### src/rtl/rggen_rtl_pkg.sv
// Shared helpers for host bridges that drive rggen bit-field interfaces.
// Widths are sized for the widest supported bus; callers slice what they need.
package rggen_rtl_pkg;

    localparam int RGGEN_MAX_DATA_WIDTH   = 128;
    localparam int RGGEN_MAX_STROBE_WIDTH = RGGEN_MAX_DATA_WIDTH / 8;

    function automatic logic [RGGEN_MAX_DATA_WIDTH-1:0] expand_byte_strobe(
        input logic [RGGEN_MAX_STROBE_WIDTH-1:0] strobe
    );
        logic [RGGEN_MAX_DATA_WIDTH-1:0] mask;
        mask = '0;
        for (int i = 0; i < RGGEN_MAX_STROBE_WIDTH; i++) begin
            mask[8*i+:8] = {8{strobe[i]}};
        end
        return mask;
    endfunction

endpackage

### src/rtl/rggen_bit_field_if.sv
// Bit-field access bundle between a host-side driver and the field slaves.
interface rggen_bit_field_if #(
    parameter int WIDTH = 32
);
    logic             write_access;
    logic [WIDTH-1:0] write_data;
    logic [WIDTH-1:0] write_mask;
    logic [WIDTH-1:0] read_data;

    modport master (
        output write_access,
        output write_data,
        output write_mask,
        input  read_data
    );

    modport slave (
        input  write_access,
        input  write_data,
        input  write_mask,
        output read_data
    );
endinterface

### src/rtl/rggen_bit_field_access_driver.sv
// Turns one valid/ready register request into a single bit-field access cycle
// and returns read data (or zero for writes) on a valid/ready response channel.
module rggen_bit_field_access_driver
    import rggen_rtl_pkg::*;
#(
    parameter int DATA_WIDTH      = 32,
    parameter int READ_LATENCY    = 0,
    parameter int BIT_FIELD_WIDTH = DATA_WIDTH
)(
    input  logic                    clk,
    input  logic                    rst,
    input  logic                    i_req_valid,
    output logic                    o_req_ready,
    input  logic                    i_req_write,
    input  logic [DATA_WIDTH-1:0]   i_req_data,
    input  logic [DATA_WIDTH/8-1:0] i_req_strobe,
    output logic                    o_rsp_valid,
    input  logic                    i_rsp_ready,
    output logic [DATA_WIDTH-1:0]   o_rsp_data,
    rggen_bit_field_if.master       bit_field_if
);

    localparam int STRB_W = DATA_WIDTH / 8;
    localparam int CNT_W  = (READ_LATENCY > 0) ? $clog2(READ_LATENCY + 1) : 1;

    typedef enum logic [1:0] {
        ST_IDLE,
        ST_ACCESS,
        ST_WAIT,
        ST_RESPONSE
    } state_e;

    state_e                  state;
    logic                    req_write;
    logic [DATA_WIDTH-1:0]   req_data;
    logic [STRB_W-1:0]       req_strobe;
    logic                    wait_done;
    logic                    write_phase;
    logic [DATA_WIDTH-1:0]   read_slice;
    logic [DATA_WIDTH-1:0]   rsp_sample;

    logic [RGGEN_MAX_STROBE_WIDTH-1:0] strobe_ext;
    logic [RGGEN_MAX_DATA_WIDTH-1:0]   mask_full;
    logic [DATA_WIDTH-1:0]             access_mask;

    // Ready is gated by rst so the host never sees a handshake during reset.
    assign o_req_ready = (state == ST_IDLE) && !rst;

    assign strobe_ext  = RGGEN_MAX_STROBE_WIDTH'(req_strobe);
    assign mask_full   = expand_byte_strobe(strobe_ext);
    assign access_mask = mask_full[DATA_WIDTH-1:0];

    // Access outputs decode straight from state so an async reset drops them at once.
    assign write_phase               = (state == ST_ACCESS) && req_write;
    assign bit_field_if.write_access = write_phase;
    assign bit_field_if.write_data   = write_phase ? BIT_FIELD_WIDTH'(req_data)    : '0;
    assign bit_field_if.write_mask   = write_phase ? BIT_FIELD_WIDTH'(access_mask) : '0;

    assign read_slice = bit_field_if.read_data[DATA_WIDTH-1:0];
    assign rsp_sample = req_write ? '0 : read_slice;

    if (DATA_WIDTH < RGGEN_MAX_DATA_WIDTH) begin : g_mask_hi
        logic unused_mask_hi;
        assign unused_mask_hi = ^mask_full[RGGEN_MAX_DATA_WIDTH-1:DATA_WIDTH];
    end

    if (BIT_FIELD_WIDTH > DATA_WIDTH) begin : g_read_hi
        logic unused_read_hi;
        assign unused_read_hi = ^bit_field_if.read_data[BIT_FIELD_WIDTH-1:DATA_WIDTH];
    end

    if (READ_LATENCY > 0) begin : g_wait
        logic [CNT_W-1:0] wait_cnt;

        always_ff @(posedge clk or posedge rst) begin
            if (rst) begin
                wait_cnt <= '0;
            end else if (state == ST_WAIT) begin
                wait_cnt <= wait_cnt + CNT_W'(1);
            end else begin
                wait_cnt <= '0;
            end
        end

        assign wait_done = (wait_cnt == CNT_W'(READ_LATENCY - 1));
    end else begin : g_no_wait
        assign wait_done = 1'b1;
    end

    always_ff @(posedge clk or posedge rst) begin
        if (rst) begin
            state       <= ST_IDLE;
            req_write   <= 1'b0;
            req_data    <= '0;
            req_strobe  <= '0;
            o_rsp_valid <= 1'b0;
            o_rsp_data  <= '0;
        end else begin
            case (state)
                ST_IDLE: begin
                    if (i_req_valid) begin
                        req_write  <= i_req_write;
                        req_data   <= i_req_data;
                        req_strobe <= i_req_strobe;
                        state      <= ST_ACCESS;
                    end
                end
                ST_ACCESS: begin
                    if (READ_LATENCY == 0) begin
                        o_rsp_data  <= rsp_sample;
                        o_rsp_valid <= 1'b1;
                        state       <= ST_RESPONSE;
                    end else begin
                        state <= ST_WAIT;
                    end
                end
                ST_WAIT: begin
                    if (wait_done) begin
                        o_rsp_data  <= rsp_sample;
                        o_rsp_valid <= 1'b1;
                        state       <= ST_RESPONSE;
                    end
                end
                ST_RESPONSE: begin
                    if (i_rsp_ready) begin
                        o_rsp_valid <= 1'b0;
                        state       <= ST_IDLE;
                    end
                end
                default: state <= ST_IDLE;
            endcase
        end
    end

endmodule

### src/flat_wrapper.sv
// flat-port wrapper written by rule: the top's interface ports become plain ports
module rggen_bit_field_access_driver_flat import rggen_rtl_pkg::*;
#(
    parameter int DATA_WIDTH      = 32,
    parameter int READ_LATENCY    = 0,
    parameter int BIT_FIELD_WIDTH = DATA_WIDTH
)
  (clk, rst, i_req_valid, o_req_ready, i_req_write, i_req_data, i_req_strobe, o_rsp_valid, i_rsp_ready, o_rsp_data, bit_field_if_write_access, bit_field_if_write_data, bit_field_if_write_mask, bit_field_if_read_data);
  rggen_bit_field_if #(.WIDTH(32)) bit_field_if_i ();
  input  logic clk;
  input  logic rst;
  input  logic i_req_valid;
  output logic o_req_ready;
  input  logic i_req_write;
  input  logic [DATA_WIDTH-1:0] i_req_data;
  input  logic [DATA_WIDTH/8-1:0] i_req_strobe;
  output logic o_rsp_valid;
  input  logic i_rsp_ready;
  output logic [DATA_WIDTH-1:0] o_rsp_data;
  output wire logic [$bits(bit_field_if_i.write_access)-1:0] bit_field_if_write_access;
  output wire logic [$bits(bit_field_if_i.write_data)-1:0] bit_field_if_write_data;
  output wire logic [$bits(bit_field_if_i.write_mask)-1:0] bit_field_if_write_mask;
  input wire logic [$bits(bit_field_if_i.read_data)-1:0] bit_field_if_read_data;
  assign bit_field_if_write_access = bit_field_if_i.write_access;
  assign bit_field_if_write_data = bit_field_if_i.write_data;
  assign bit_field_if_write_mask = bit_field_if_i.write_mask;
  assign bit_field_if_i.read_data = bit_field_if_read_data;
  rggen_bit_field_access_driver #(.DATA_WIDTH(DATA_WIDTH), .READ_LATENCY(READ_LATENCY), .BIT_FIELD_WIDTH(BIT_FIELD_WIDTH)) u_core (.clk(clk), .rst(rst), .i_req_valid(i_req_valid), .o_req_ready(o_req_ready), .i_req_write(i_req_write), .i_req_data(i_req_data), .i_req_strobe(i_req_strobe), .o_rsp_valid(o_rsp_valid), .i_rsp_ready(i_rsp_ready), .o_rsp_data(o_rsp_data), .bit_field_if(bit_field_if_i));
endmodule
### config.mk
export PLATFORM = sky130hd
export DESIGN_NAME = rggen_bit_field_access_driver_flat
export DESIGN_NICKNAME = d
export VERILOG_FILES = /design/src/rtl/rggen_rtl_pkg.sv /design/src/rtl/rggen_bit_field_if.sv /design/src/rtl/rggen_bit_field_access_driver.sv /design/src/flat_wrapper.sv
export SDC_FILE = /design/constraint.sdc
export NUM_CORES = 1
export LEC_CHECK = 0
export BUFFER_PORTS_ARGS = -buffer_cell sky130_fd_sc_hd__buf_2
export CAP_MARGIN = 15
export CORE_ASPECT_RATIO = 0.5
export CORE_UTILIZATION = 32
export CTS_BUF_LIST = sky130_fd_sc_hd__clkbuf_8
export CTS_CLUSTER_SIZE = 10
export DETAILED_ROUTE_END_ITERATION = 6
export GPL_TIMING_DRIVEN = 0
export HOLD_SLACK_MARGIN = 0.1
export PLACE_DENSITY = 0.63
export SYNTH_ARGS = -nofsm -noshare
export SYNTH_HDL_FRONTEND = slang
export SYNTH_SLANG_ARGS = --single-unit
export TNS_END_PERCENT = 30
### constraint.sdc
create_clock -name clk -period 2.4 [get_ports clk]
set_input_delay 0.36 -clock clk [delete_from_list [all_inputs] [get_ports clk]]
set_output_delay 0.36 -clock clk [all_outputs]
set_load 0.05 [all_outputs]
# Word-level counts from Yosys, hierarchy flattened

Index checks and enable logic that the tools add are counted.

Mux-type cells: 8
Reduce and logical (&&, ||, !) cells: 9
Equal/unequal tests: 5

Operators by type and width:

| operator                                       | count |
|---|---|
| 2-to-1 mux 32 bit                              | 3 |
| one-hot mux 2 bit (3 select lines)             | 1 |
| AND reduction 2 bit                            | 3 |
| == test 2 bit (second input constant)          | 2 |
| 2-to-1 mux 2 bit                               | 2 |
| inequality test 2 bit (second input constant)  | 2 |
| == test 2 x 1 -> 1 bit (second input constant) | 1 |
| logical AND 1 bit                              | 2 |
| logical NOT 2 bit                              | 1 |
| one-hot mux 1 bit (2 select lines)             | 1 |
| nonzero test 2 bit                             | 1 |
| OR reduction 2 bit                             | 1 |
| logical NOT 1 bit                              | 1 |
| 2-to-1 mux 1 bit                               | 1 |

Bits of input ports: 73
Register bits: 72
Output and inout bits: 99
Logic and storage cells: 28

# Logic depth before layout (Yosys ltp)

Gate-level depths: netlist of the first run.

Depth after elaboration: 4
Mapped depth: 7
Mapped depth without buffers: 5

# Worst setup path after synthesis of the first run

No wires, ideal clock.

Kind: register -> output
From: register u_core.state[1]
To: output bit_field_if_write_mask[10]
Stages on the path, launching flop included: 6
Path buffers: 2
Data required time: 2040 ps
Path slack: 223 ps
Data arrival time: 1817 ps
Path through: dfrtp_1 inv_1 ha_1 clkbuf_1 and3_1 buf_4

Longest elaborated chain between the ends: 3

RTL lines:

| what                   | line                                 | source |
|---|---|---|
| start, declared        | rggen_bit_field_access_driver.sv:33  | `state_e state;` |
| start signal, assigned | rggen_bit_field_access_driver.sv:92  | `state <= ST_IDLE;` |
| start signal, assigned | rggen_bit_field_access_driver.sv:105 | `state <= ST_ACCESS;` |
| start signal, assigned | rggen_bit_field_access_driver.sv:112 | `state <= ST_RESPONSE;` |
| == test 2 x 1 -> 1 bit | rggen_bit_field_access_driver.sv:54  | `assign write_phase = (state == ST_ACCESS) && req_write;` |
| logical AND 1 bit      | rggen_bit_field_access_driver.sv:54  |  |
| 2-to-1 mux 32 bit      | rggen_bit_field_access_driver.sv:57  | `assign bit_field_if.write_mask = write_phase ? BIT_FIELD_WIDTH'(access_mask) : '0;` |
| end, declared          | flat_wrapper.sv:22                   | `output wire logic [$bits(bit_field_if_i.write_mask)-1:0] bit_field_if_write_mask;` |

Every way passes these cells.

# Final worst setup path of the first run

From: register u_core.state[1]
To: output bit_field_if_write_mask[3]

Same word-level chain as after synthesis.

==> impl_results.md, run 1 <==
* Yosys cell types at 23
* Core area at ~10,000 µm²
* Worst Path Arrival at around 1.9 ns
* Syn_nets at 381
* Setup CP Type: flop to output pin
* CTS tree: done
* Antenna-violating nets left at 0
* H-Tree Depth at 3
* TritonCTS Sinks at just over 70
* 1st-iter DRT viols at 103
* End of the worst hold path: u_core.o_rsp_data[11]
* Vias in the first global route at around 2,500
* Register area share after synthesis at 53.1%
* Largest net degree at the start of global routing at 51
* Area delta synth->final at 39.0%
* Hold depth at 3
* RSZ-0062 raised after global routing: false
* Gate Count Post-Synth at 305
* Die width at 148 µm
* Final setup viols at 0
* Post-layout min period at about 2.3 ns
* Multi-input logic area at 1170 µm²
* Slew Viols, Final at 0
* GP Congestion at ~0.72
* Initial core utilization at between 30 and 40%
* FF+latch count, synth at roughly 70
* Buffers on Ports at about 170
* FF+latch area at 1800 µm²
* DRC Markers at 0
* First-pass GRT wire length at 12.2 mm
* HPWL after detailed placement at 5.84 mm
* Fmax at 439 MHz
* Mapped cell area at 3390 µm²
* Number of diodes at 0
* Max Cap Viol at 0
* Kind of end point of the critical path: output pin
* Synth top area cells: dfrtp_1, mux2_4, and3_1
* Worst slack, placed at 0.0668 ns
* RR Startpoint: u_core.state[0]
* Placed Instance Area at ~4500 µm²
* RR Endpoint: u_core.o_rsp_data[17]
* Num CTS Buffers at 9
* Area leader, netlist: dfrtp_1
* Top cell type's share of synthesized area at 53.1%
* Hold WC Path Type: input pin to flop
* Avg Cell Area, Syn at 11.1 µm²
* # rows at 26
* CTS clk-pin slew, worst paths at 0.07 ns
* FF-to-FF path depth at 7
* All-Layer GR Usage at 14.4%
* FF-to-FF setup slack at 0.67 ns
* I/O pins at 172
* DRT Pass-1 Iters at 4
* Hold path start: bit_field_if_read_data[11]
* Share of layout cells above drive strength 1 at 54.9%
* Die height at 74.8 µm
* FILL cells at roughly 1,000
* Cell area after layout at 4720 µm²
* DR vias at 2,663
* Worst-margin pin slew at 0.436 ns
* Via density at 4.20
* Nets at ~570
* Crit path launch type: flop
* Initial antenna violation count at 0
* Clk_skew at ~0.0057 ns
* Post CTS Setup Buffer Count at 0
* WL/cell at 12.7 µm
* Synth warn at 0
* Commonest cells after routing, fill and taps aside: buf_2, dfrtp_1, inv_1
* Fin. Hold Viols at 0
* Clock Tree Root: clkbuf_8
* Setup Total Neg Slack at 0 ns
* Status: finished clean
* Period utilisation layout at 94.8%
* Worst Path Required at 2.04 ns
* Most common cell after layout, fill and taps aside: buf_2
* Clock Latency Late Sink at about 0.34 ns
* Worst-path fanout max at 10
* Final worst setup slack at 0.124 ns
* Slew HR at a little under three quarters
* Post-Route WL at between 8 and 9 mm
* GRT overflow at 0
* DIE AREA at 11,000 µm²
* Longest Clk Path Bufs at 2
[kinds of logic (layout without fill, tap and decap cells)]
| kind of cell | count (synthesis) | count (layout) | synth area share [%] |
|---|---|---|---|
| buf+inv | 82 | 271 | 13.0 |
| simple gates | 74 | 74 | 11.4 |
| flops | 72 | 72 | 53.1 |
| mux | 38 | 38 | 15.9 |
| compound gates | 36 | 36 | 5.46 |
| fa+ha+maj | 3 | 3 | 1.11 |
[registers in the layout, summed over array words and instances (netlist names)]
signal	count
u_core.req_data	32
u_core.o_rsp_valid	1
u_core.o_rsp_data	32
u_core.req_strobe	4
u_core.req_write	1
u_core.state	2
[cells in the mapped netlist]
cell	number
dfrtp_1	72
inv_1	37
and3_1	36
nand2_1	32
mux2_4	30
buf_4	28
o21ai_1	18
o21ai_0	14
clkbuf_1	8
mux2_2	8
buf_2	4
buf_6	3
ha_1	3
clkbuf_2	2
o22ai_1	2
a21o_1	1
a21oi_1	1
and2_1	1
and2b_1	1
nand2_4	1
nand2b_1	1
nor2_1	1
nor2b_1	1
[layer usage]
metal | GRT usage [%] | part of all wire, % | up-vias
li1 | - | - | 1325
met1 | 17.8 | 43 | 1273
met2 | 24.9 | 52 | 58
met3 | 4.00 | 3.9 | 7
met4 | 4.81 | 1.0 | 0
met5 | 0 | 0 | -
[worst max path at each step]
stage                         start                          end  slack [ns]  cells past startpoint
floorplan                       rst         u_core.o_rsp_data[0]        0.22                      1
global placement                rst          u_core.req_data[10]       -0.78                      2
detailed placement  u_core.state[1]   bit_field_if_write_mask[3]        0.07                      6
CTS                 u_core.state[1]  bit_field_if_write_mask[26]       0.006                      6
global route        u_core.state[1]  bit_field_if_write_mask[12]       0.002                      6
finish              u_core.state[1]   bit_field_if_write_mask[3]        0.12                      6
[repair_timing]
item | in CTS | in global routing
hold buffers | 1 | 0
resized for setup | 8 | 5
setup endpoints to repair | 39 | 32
hold endpoints to repair | 22 | 0
pin swaps | 0 | 0
[worst max-delay path, cell delays in order, from the launching register on]
cell and delay, ns:
dfrtp_1 0.40, inv_1 0.11, ha_4 0.20, clkbuf_4 0.21
and3_2 0.28, buf_4 0.13, buf_2 0.25
[area by class of cell]
class                      count  area share (%)
buffer                        45            6.60
clock buffer                  10            2.92
clock inverter                 6            1.78
inverter                      37            3.00
multi-input combinational    151            24.7
sequential                    72            38.2
tap                          140            3.71
timing repair buffer         173            19.0
[through the flow]
| step | util (%) | hold WS, ns | instances |
|---|---|---|---|
| 3_5_place_dp | 43.5 | 0.354 | 617 |
| 6_report | 46.0 | 0.216 | 634 |
| 4_1_cts | 45.9 | 0.190 | 634 |
| 3_3_place_gp | 43.2 | 0.480 | 616 |
| 2_1_floorplan | - | 0.469 | 305 |
| 5_1_grt | 46.0 | 0.208 | 634 |
Power of run 1 is left out: the tool's default activity adds up to more than one toggle a clock period on the data nets, which glitch-free logic cannot reach.
==> run 2, diff against run 1 <==
ABC_AREA = 1   (was default)
==> run 2 against run 1 <==
Compared with the run above: cell count grew 13%; routed wire length grew 5.0%; register-to-register slack gained 0.28 ns; worst hold slack gained 0.011 ns; sequential cell count is the same; worst setup slack gained 0.0039 ns; global-route usage grew 1.5 points; synthesized cell count grew 28%; first-iteration DRC count shrank 3.9%; clock-buffer cell count shrank 1.
==> impl_results.md, run 2 <==
* All-Layer GR Usage at 15.9%
* Routed met1 length at 3.70 mm
* Synth warn at 0
* Slew Viols, Final at 0
* Area delta synth->final at 38.4%
* Register area share after synthesis at 54.1%
* Fmax at 440 MHz
* Setup CP Type: flop to output pin
* Top flop regs: u_core.o_rsp_data (32), u_core.req_data (32), u_core.req_strobe (4)
* Top cell type's share of synthesized area at 54.1%
* Multi-input logic area at 908 µm²
* Clock Tree Root: clkbuf_8
* Top Metal Used: met4
* CP max stage delay at ~0.42 ns
* Die width at 146 µm
* Clock Latency Late Sink at around 0.36 ns
* Gate Count Post-Synth at 390
* CTS clk-pin slew, worst paths at ~0.09 ns
* Clk_skew at 0.0104 ns
* Top-count cell post-synth: inv_1
* Synth top area cells: dfrtp_1, inv_1, nor2_1
* Placed Instance Area at 4380 µm²
* Initial antenna violation count at 0
* Fin. Hold Viols at 0
* Post-Route WL at 8.44 mm
* Final setup viols at 0
* Most common cell after layout, fill and taps aside: buf_2
* Hold WC Path Type: input pin to flop
* Final core occ at 47.3%
* DRC Markers at 0
* Worst Path Arrival at 1.91 ns
* Period utilisation layout at a little over nine tenths
* Met3 WL at 489 µm
* Slew HR at around two thirds
* 1st-iter DRT viols at 99
* Antenna-violating nets left at 0
* Hold WS at 0.226 ns
* Post-layout min period at around 2.3 ns
* HPWL after detailed placement at 6.23 mm
* FF+latch count, synth at 72
* Number of diodes at 0
* Nets at 650
* WL/cell at 11.8 µm
* Ys async rst share at 100%
* Share of layout cells above drive strength 1 at 41.6%
* CP top delay family: buffers and inverters
* DR vias at 3,042
* Via density at 4.26
* Status: finished clean
* CP max stage cell: dfrtp_1
* CP cell instances: inv_1 -> ha_1 -> nand2_4 -> buf_6 -> nor2_4 -> buf_4 -> buf_2
* Post CTS Setup Buffer Count at 0
* Yosys cell types at 13
* Mapped cell area at 3330 µm²
* Core area at 9760 µm²
* Crit path launch type: flop
* GP Congestion at slightly above 0.7
* Num CTS Buffers at 9
* DIE AREA at 10,900 µm²
* Initial core utilization at between 30% and 40%
* Vias in the first global route at 2,892
* Buffers on Ports at 171
* Ys flop type: dfrtp_1
* Worst Path Required at 2.04 ns
* TritonCTS Sinks at 72
* Commonest cells in the synthesized netlist: inv_1, nor2_1, dfrtp_1, a21oi_1, nand3_1
* Avg Cell Area, Syn at 8.55 µm²
* Kind of end point of the critical path: output pin
* Largest net degree at the start of global routing at 38
* First-pass GRT wire length at 13.5 mm
* Setup Total Neg Slack at 0 ns
* CTS tree: done
* # rows at 25
* I/O pins at 172
* GRT overflow at 0
* Commonest cells after routing, fill and taps aside: buf_2, inv_1, dfrtp_1
* Worst-path fanout max at 10
* Syn_nets at about 470
* Area leader, netlist: dfrtp_1
* Worst-margin pin slew at 0.497 ns
* EDFF count, synth at 0
* Cell area after layout at 4610 µm²
* DRT Pass-1 Iters at 5
* Longest Clk Path Bufs at 2
* FILL cells at 985
* Buf/Inv on CP at 4
* H-Tree Depth at 3
* Max Cap Viol at 0
* Met2 WL at 4.10 mm
* FF+latch area at 1800 µm²
* Die height at around 74 µm
==> run 2: logic make-up after synthesis <==
group	share of synthesized area, %
buffers and inverters	19.7
adders and majority gates	1.13
AOI/OAI and AO/OA	10.5
and+or+nand+nor	14.6
DFF	54.1
==> run 2: path summary, 6_finish.rpt <==
| check | slack (ns) | depth (start not counted) | startpoint | to |
|---|---|---|---|---|
| max | 0.13 | 7 | u_core.state[1] | bit_field_if_write_mask[1] |
| min | 0.23 | 3 | bit_field_if_read_data[0] | u_core.o_rsp_data[0] |
| max reg2reg | 0.95 | 6 | u_core.state[0] | u_core.o_rsp_data[2] |
| min reg2reg | 0.51 | 2 | u_core.o_rsp_valid | u_core.o_rsp_valid |
| max in group asynchronous | 1.25 | 4 | rst | u_core.req_write |
| min in group asynchronous | 0.59 | 3 | rst | u_core.o_rsp_data[15] |
==> run 2: per-stage QoR <==
step,cells,setup slack [ns]
2_1_floorplan,390,-0.0980
3_3_place_gp,696,-0.847
3_5_place_dp,697,0.0837
4_1_cts,714,-0.0437
5_1_grt,714,-0.000799
6_report,714,0.128
==> run 2: per-layer routing <==
layer  up-vias  global-route usage (%)
met1      1412                    18.6
li1       1526                       -
met5         -                       0
met3        10                    4.85
met2        94                    28.5
met4         0                    5.67
==> run 2: worst reg2reg max path, delay by kind of cell (launching register included) <==
kind / cells / cell delay [ns]
AOI/OAI and AO/OA: 1 / 0.08
adders and majority gates: 1 / 0.33
buffers and inverters: 3 / 0.43
DFF: 1 / 0.41
and+or+nand+nor: 1 / 0.08
==> run 2: area by class of cell <==
class,instances,area share [%]
Timing Repair Buffer,173,19.3
Clock inverter,7,1.19
Clock buffer,9,2.69
Inverter,77,6.32
Sequential cell,72,39.1
Multi-Input combinational cell,192,19.7
Tap cell,135,3.66
Buffer,49,8.08
==> run 2: repair_timing <==
action | in CTS | in global routing
setup endpoints to repair | 32 | 31
gates resized for setup | 6 | 7
hold buffers | 1 | 0
pin swaps | 0 | 1
hold endpoints to repair | 36 | 0
Power of run 2 is left out for the same reason.
==> run 3, diff against run 2 <==
CORE_UTILIZATION = 47   (was 32)
CTS_CLUSTER_DIAMETER = 200   (was default)
PLACE_DENSITY = 0.86   (was 0.63)
SETUP_SLACK_MARGIN = 0.2   (was default)
==> run 3 against run 2 <==
Compared with the run above: via count increased by 1.5%; critical endpoint is now bit_field_if_write_mask[29]; sequential share of layout area decreased by 0.95 points; core utilization increased by 22 points; critical path type unchanged; design area increased by 2.5%; maximum frequency increased by 7.8%; critical path depth unchanged; cell count decreased by 5.6%; clock skew increased by 0.0025 ns; routed wire length decreased by 1.3%; non-clock buffer count increased by 3; clock-buffer cell count unchanged; first-iteration DRC count increased by 58%.
==> impl_results.md, run 3 (synthesis results as in run 2) <==
* Status: finished clean
* Num CTS Buffers at 9
* Top flop regs: u_core.o_rsp_data (32), u_core.req_data (32), u_core.req_strobe (4)
* Fmax at 475 MHz
* Final setup viols at 0
* Initial core utilization at 49.2%
* RR Endpoint: u_core.o_rsp_data[27]
* I/O pins at 172
* # rows at 21
* Area delta synth->final at 41.9%
* Number of diodes at 0
* FF+latch area at around 1800 µm²
* WL/cell at 12.4 µm
* Worst Path Required at approximately 2.0 ns
* Final worst setup slack at 0.293 ns
* Die width at between 100 and 150 µm
* Largest net degree at the start of global routing at 73
* Hold-fix buffer count after cts at 0
* DIE AREA at roughly 7500 µm²
* Worst-path fanout max at 8
* RSZ-0062 raised after global routing: false
* # placed instances at 653
* HPWL after detailed placement at 5.89 mm
* Hold WC Path Type: input pin to asynchronous set/reset pin
* Most common cell after layout, fill and taps aside: buf_2
* CTS tree: done
* Kind of end point of the critical path: output pin
* Period utilisation layout at 87.8%
* DRT Pass-1 Iters at 4
* Fin. Hold Viols at 0
* Clock Latency Late Sink at 0.35 ns
* Finished Layout Cells at 674
* Longest Clk Path Bufs at 2
* CTS clk-pin slew, worst paths at 0.08 ns
* Max Cap Viol at 0
* Post-layout min period at 2.11 ns
* RR Startpoint: u_core.state[0]
* Core area at a little under 7000 µm²
* Slew HR at around 42%
* Multi-input logic area at 916 µm²
* FF-to-FF path depth at 6
* Share of layout cells above drive strength 1 at 42.3%
* Clk_skew at 0.0130 ns
* Clock Tree Root: clkbuf_8
* TritonCTS Sinks at 72
* H-Tree Depth at 3
* DRC Markers at 0
* Slew Viols, Final at 0
* Initial antenna violation count at 0
* Setup Total Neg Slack at 0 ns
* Nets at 653
* DR vias at between 3,000 and 4,000
* GP Congestion at between 0.7 and 0.8
* FF-to-FF setup slack at 0.88 ns
* GRT overflow at 0
* Commonest cells after routing, fill and taps aside: buf_2, inv_1, dfrtp_1
* Worst Path Arrival at about 1.8 ns
* 1st-iter DRT viols at 156
* First-pass GRT wire length at 12.3 mm
* Setup CP Type: flop to output pin
* Worst slack, placed at 0.0678 ns
* FILL cells at 535
* Worst-margin pin slew at 0.863 ns
* All-Layer GR Usage at between 20% and 30%
* Final core occ at 69.7%
* Die height at 61.6 µm
* Post-Route WL at 8.33 mm
* Vias in the first global route at 2,711
* Buffers on Ports at between 150 and 200
* Crit path launch type: flop
* Antenna-violating nets left at 0
* Via density at 4.58
[run 3: per-layer routing]
| layer | wire length (µm) | vias up | global-route usage, % |
|---|---|---|---|
| met5 | 0 | - | 0 |
| met4 | 117 | 0 | 7.76 |
| met3 | 496 | 11 | 5.93 |
| met2 | 4320 | 115 | 39.9 |
| met1 | 3390 | 1428 | 25.5 |
| li1 | - | 1533 | - |
[run 3: final cells by class]
cell class | count | share of cell area [%]
sequential | 72 | 38.1
clock inverter | 7 | 2.17
inverter | 77 | 6.17
tap | 92 | 2.43
multi-input combinational | 192 | 19.4
buffer | 49 | 7.89
timing repair buffer | 176 | 21.2
clock buffer | 9 | 2.62
[run 3: worst max path at each step]
stage | from | to | slack [ns] | cells after the start
after CTS | u_core.state[1] | bit_field_if_write_mask[14] | 0.20 | 7
after floorplan | u_core.state[1] | bit_field_if_write_mask[10] | -0.1 | 6
after global placement | rst | u_core.req_strobe[2] | -0.58 | 2
after detailed placement | u_core.state[1] | bit_field_if_write_mask[14] | 0.07 | 7
after global routing | u_core.state[1] | bit_field_if_write_mask[17] | 0.19 | 7
final | u_core.state[1] | bit_field_if_write_mask[29] | 0.29 | 7
[run 3: worst max-delay path, cell delays in order (launching register included)]
cell and delay [ns]:
dfrtp_1 0.38, inv_1 0.08, ha_2 0.19, nand2_4 0.09
buf_12 0.14, nor2_4 0.16, buf_4 0.14, clkbuf_4 0.22
[run 3: repair_timing]
action | 4_1_cts | 5_1_grt
endpoints found under the setup margin | 59 | 47
gates resized for setup | 32 | 17
pin swaps | 0 | 2
setup buffers | 0 | 5
[run 3: metrics by stage]
step	cell area (µm²)	hold WS (ns)
after detailed placement	4310	0.493
after floorplan	3330	0.467
final	4730	0.195
after global placement	4300	0.483
after global routing	4730	0.229
after CTS	4620	0.225
Power of run 3 is left out for the same reason.
